<file path="config.mk">
export PLATFORM = sky130hd
export DESIGN_NAME = fan_curve_ctrl
export DESIGN_NICKNAME = d
export VERILOG_FILES = /design/src/rtl/fan_curve_ctrl.sv
export SDC_FILE = /design/constraint.sdc
export NUM_CORES = 1
export LEC_CHECK = 0
export ABC_AREA = 0
export BUFFER_PORTS_ARGS = -buffer_cell sky130_fd_sc_hd__buf_2
export CORE_ASPECT_RATIO = 1.75
export CORE_MARGIN = 8
export CORE_UTILIZATION = 64
export CTS_CLUSTER_SIZE = 8
export DETAILED_ROUTE_END_ITERATION = 8
export GPL_TIMING_DRIVEN = 0
export MAX_ROUTING_LAYER = met4
export PLACE_DENSITY_LB_ADDON = 0.05
export SLEW_MARGIN = 20
export SYNTH_ARGS = -nofsm -noshare
export SYNTH_HDL_FRONTEND = slang
export SYNTH_SLANG_ARGS = --single-unit
export TNS_END_PERCENT = 20
</file>
<file path="constraint.sdc">
create_clock -name sys_clk -period 14.7 [get_ports sys_clk]
set_input_delay 0 -clock sys_clk [delete_from_list [all_inputs] [get_ports sys_clk]]
set_output_delay 0 -clock sys_clk [all_outputs]
set_load 0.005 [all_outputs]
</file>
<file path="src/rtl/fan_curve_ctrl.sv">
// Temperature-to-duty fan controller: linear fan curve with on/off hysteresis, 1 %/tick slew.
// Latency: temp_valid at N -> temp_reg at N+1 -> target and OFF exit at N+2; duty slews once per step_tick.
// No backpressure: samples are single-cycle strobes, always accepted. Optional KICK stage via `KICKSTART_EN.
module fan_curve_ctrl #(
  parameter int unsigned CLK_FREQ = 50_000_000,
  parameter int unsigned STEP_MS  = 20,
  parameter int unsigned KICK_MS  = 500,
  parameter int unsigned T_OFF    = 32,
  parameter int unsigned T_ON     = 35,
  parameter int unsigned T_FULL   = 60,
  parameter int unsigned MIN_DUTY = 30
) (
  input  logic       sys_clk,
  input  logic       sys_rst_n,
  input  logic [7:0] temp_data,
  input  logic       temp_valid,
  output logic [6:0] duty_data,
  output logic [1:0] fan_state
);

  localparam int unsigned TICK_CYC = CLK_FREQ / 1000 * STEP_MS;
  localparam int unsigned TICK_W   = $clog2(TICK_CYC + 1);
`ifdef KICKSTART_EN
  localparam int unsigned KICK_CYC = CLK_FREQ / 1000 * KICK_MS;
  localparam int unsigned KICK_W   = $clog2(KICK_CYC + 1);
`endif

  // Threshold ordering and duty range must hold for the curve arithmetic to be meaningful.
  localparam bit CFG_OK = (T_OFF < T_ON) && (T_ON < T_FULL) && (T_FULL <= 255) &&
                          (MIN_DUTY >= 1) && (MIN_DUTY <= 99) &&
                          (TICK_CYC >= 1) && (CLK_FREQ / 1000 * KICK_MS >= 1);

  generate
    if (!CFG_OK) begin : g_bad_cfg
      $error("fan_curve_ctrl: invalid parameter set");
    end
  endgenerate

  typedef enum logic [1:0] {
    ST_OFF  = 2'd0,
`ifdef KICKSTART_EN
    ST_KICK = 2'd1,
`endif
    ST_RUN  = 2'd2
  } state_t;

  state_t            state;
  logic [TICK_W-1:0] tick_cnt;
  logic              step_tick;
  logic [7:0]        temp_reg;
  logic [6:0]        target;
`ifdef KICKSTART_EN
  logic [KICK_W-1:0] kick_cnt;
`endif

  logic [7:0]  temp_ofs;
  logic [15:0] curve_prod;
  logic [6:0]  curve_add;
  logic [6:0]  target_nxt;
  logic        below_off;
  logic [6:0]  slew_goal;

  assign step_tick = (tick_cnt == TICK_W'(TICK_CYC - 1));
  assign below_off = (temp_reg < 8'(T_OFF));
  assign fan_state = state;

  // Free-running slew interval counter; step_tick marks its wrap.
  always_ff @(posedge sys_clk or negedge sys_rst_n) begin
    if (!sys_rst_n) begin
      tick_cnt <= '0;
    end else if (step_tick) begin
      tick_cnt <= '0;
    end else begin
      tick_cnt <= tick_cnt + 1'b1;
    end
  end

  // Latch each temperature sample and hold it until the next strobe.
  always_ff @(posedge sys_clk or negedge sys_rst_n) begin
    if (!sys_rst_n) begin
      temp_reg <= '0;
    end else if (temp_valid) begin
      temp_reg <= temp_data;
    end
  end

  // Fan curve: saturate at T_FULL, floor at MIN_DUTY, linear (truncating) in between.
  always_comb begin
    temp_ofs   = temp_reg - 8'(T_ON);
    curve_prod = {8'd0, temp_ofs} * 16'(100 - MIN_DUTY);
    curve_add  = 7'(curve_prod / 16'(T_FULL - T_ON));
    if (temp_reg >= 8'(T_FULL)) begin
      target_nxt = 7'd100;
    end else if (temp_reg < 8'(T_ON)) begin
      target_nxt = 7'(MIN_DUTY);
    end else begin
      target_nxt = 7'(MIN_DUTY) + curve_add;
    end
  end

  // Register the curve output one cycle behind temp_reg.
  always_ff @(posedge sys_clk or negedge sys_rst_n) begin
    if (!sys_rst_n) begin
      target <= '0;
    end else begin
      target <= target_nxt;
    end
  end

  // Below T_OFF the fan winds down to MIN_DUTY before stopping; never aim under MIN_DUTY while running.
  always_comb begin
    slew_goal = target;
    if (below_off || (target < 7'(MIN_DUTY))) begin
      slew_goal = 7'(MIN_DUTY);
    end
  end

  // Fan state machine with registered duty command.
  always_ff @(posedge sys_clk or negedge sys_rst_n) begin
    if (!sys_rst_n) begin
      state     <= ST_OFF;
      duty_data <= '0;
`ifdef KICKSTART_EN
      kick_cnt  <= '0;
`endif
    end else begin
      case (state)
        ST_OFF: begin
          duty_data <= '0;
          if (temp_reg >= 8'(T_ON)) begin
`ifdef KICKSTART_EN
            state     <= ST_KICK;
            duty_data <= 7'd100;
            kick_cnt  <= '0;
`else
            state     <= ST_RUN;
            duty_data <= 7'(MIN_DUTY);
`endif
          end
        end
`ifdef KICKSTART_EN
        ST_KICK: begin
          duty_data <= 7'd100;
          if (kick_cnt == KICK_W'(KICK_CYC - 1)) begin
            state     <= ST_RUN;
            duty_data <= target;
            kick_cnt  <= '0;
          end else begin
            kick_cnt <= kick_cnt + 1'b1;
          end
        end
`endif
        ST_RUN: begin
          if (step_tick) begin
            if (below_off && (duty_data == 7'(MIN_DUTY))) begin
              state     <= ST_OFF;
              duty_data <= '0;
            end else if (duty_data < slew_goal) begin
              duty_data <= duty_data + 1'b1;
            end else if (duty_data > slew_goal) begin
              duty_data <= duty_data - 1'b1;
            end
          end
        end
        default: begin
          state     <= ST_OFF;
          duty_data <= '0;
        end
      endcase
    end
  end

endmodule

</file>
==> results.md <==
- Vias in the first global route: 5655
- Synthesized area per cell: 8.092 um2
- Synth Flop Type: dfrtp_1
- Vias: 5605
- # setup viols final: 0
- Peak per-stage delay on the critical path: 670 ps
- Post-cts resize count: 0
- Initial core utilization: 65.56%
- Initial antenna violation count: 0
- DRT iter0 DRCs: 338
- First-pass GRT wire length: 25920 um
- Row cnt: 45
- CTS H-Tree Depth: 2
- Drc violations: 0
- WS Path Type: reg -> reg
- FFs w/ async S/R, synth: 100.0%
- Synth area leader: dfrtp_1
- Top-area cell type share of the netlist area: 19.05%
- ANT cells: 0
- Endpoint class of the critical path: flip-flop
- Area contributors post-synth: dfrtp_1, ha_1, xnor2_1
- Max FFs per register: 20
- Syn Nets: 755
- Num ports: 20
- Slew margin rel.: 29.83%
- Critical Path RT: 14900 ps
- Sequential share of the synthesized area: 19.05%
- Total of flip-flops plus latches after synthesis: 43
- # port buffers: 18
- Root Driver: clkbuf_16
- Setup Total Neg Slack: 0 ps
- # fillers: 720
- Worst Path Arrival: 12980 ps
- Final GP Congestion: 0.9695
- GRT overflow: 0
- # nets final: 790
- Actual slew at the worst max-slew pin: 1044 ps
- Reg area: 0.001076 mm2
- Top-count cell post-synth: nand2_1
- CTS tree: built
- Largest net degree at the start of global routing: 44
- Hold Path Class: in -> reg
- Clk_skew: 7.110 ps
- Die Area: 0.01220 mm2
- Die width: 87.01 um
- Maximum Capacitance Violations: 0
- Footprint of the multi-input gates: 0.004374 mm2
- Buf+Inv Stages, Crit Path: 9
- Final min period: 12780 ps
- Core Box Area: 0.008615 mm2
- Die Y: 140.3 um
- Slew Viols, Final: 0
- Highest Clock Rate: 78.22 MHz
- Netlist cell types: 101
- Crit start category: flip-flop
- Remaining antenna violation count after routing: 0
- Detailed Routing Iterations Pass 1: 7
- RSZ-0062 raised after global routing: no
- Worst skew pair latency: 290 ps
- CTS sink count: 43
- Mapped Area: 0.005648 mm2
- EDFF count, synth: 0
- Worst path most repeated cell: ha_1
- Commonest cells in the netlist: nand2_1, nor2_1, dfrtp_1, ha_1, o21ai_0
- Worst-path clk slew: 60 ps
- Max Fanout on Critical Path: 9
- WL final: 15500 um
- Final hold vios: 0
- CP delay by family, top: compound AO/OA/AOI/OAI gates
- Slowest cell on crit path: o31ai_2
- Syn Inst Count: 698
- Yosys warns: 0
- DPL Wire Length: 11980 um
- Num CTS Buffers: 5
- Routed wire length per instance: 18.22 um
- Area grow syn2layout: 8.706%
- Via/cell ratio: 6.586
- Clock buffer depth: 2
- Gr usage total: 26.59%
- Layout cells sized above 1: 11.04%
- Status: finished, final reports clean
- Fin crit share: 86.97%
logic make-up after synthesis:
family,count (synthesis),share of synthesized area (%)
simple gates,280,25.96
compound gates,203,26.74
xor+xnor,56,9.659
fa+ha+maj,47,11.03
buf+inv,47,3.500
flops,43,19.05
mux,21,3.988
other cells,1,0.06640
worst register-to-register path, delay by kind of cell, from the launching register on:
kind                       cells  cell delay (ps)
AOI/OAI and AO/OA             18             5290
adders and majority gates      6             1900
and+or+nand+nor                8             1830
buffers and inverters          9             1570
xor gates and xnor gates       4             1110
muxes                          1              530
DFF                            1              490
final timing paths:
check / start / to / slack, ps / cells after the start
max: temp_reg[4] / target[5] / 1920 / 46
max in group asynchronous: sys_rst_n / duty_data[3] / 13730 / 2
min reg2reg: tick_cnt[4] / tick_cnt[4] / 470 / 1
min in group asynchronous: sys_rst_n / tick_cnt[13] / 380 / 2
max reg2reg: temp_reg[4] / target[5] / 1920 / 46
min: temp_valid / temp_reg[5] / 270 / 4
routing by layer:
layer	routed length (um)	share of wire (%)	vias to the layer above	global-route usage [%]
met4	526	3.4	0	13.97
met3	521	3.4	46	2.519
met1	5648	36	2656	24.62
met2	8805	57	203	51.03
met5	0	0	-	-
li1	-	-	2700	-
cell type report:
type / count / share of cell area [%]
buffer: 22 / 1.691
clock buffer: 6 / 2.262
clock inverter: 2 / 0.2649
inverter: 25 / 1.528
multi-input combinational: 608 / 71.25
sequential: 43 / 17.53
tap: 117 / 2.384
timing repair buffer: 28 / 3.098
timing repair:
action,CTS,global route
setup buffers,0,0
endpoints found under the hold margin,51,0
hold buffers,10,0
through the flow:
stage	instance area (um2)	utilization [%]	cells	hold slack (ps)	setup WS, ps
6_report	6140	71.27	851	266.5	1916
5_1_grt	6140	71.27	851	306.0	1141
4_1_cts	6140	71.27	851	263.0	2202
3_5_place_dp	5884	68.31	833	183.6	2336
3_3_place_gp	5884	68.31	833	177.2	2552
2_1_floorplan	5648	-	698	-295.6	4107
cells in the final DEF (no fill, tap or decap), types with 13 or more instances in the layout:
cell type	count
nand2_1	63
and3_1	13
ha_1	41
buf_2	21
inv_1	24
nor3_1	22
clkbuf_1	13
o21ai_0	39
a21oi_1	32
nand3_1	35
xor2_1	23
nor2_1	60
dfrtp_1	43
xnor2_1	28
Power is not shown: default switching activity piles up to over one toggle a cycle in this logic, so the estimate is an artifact.
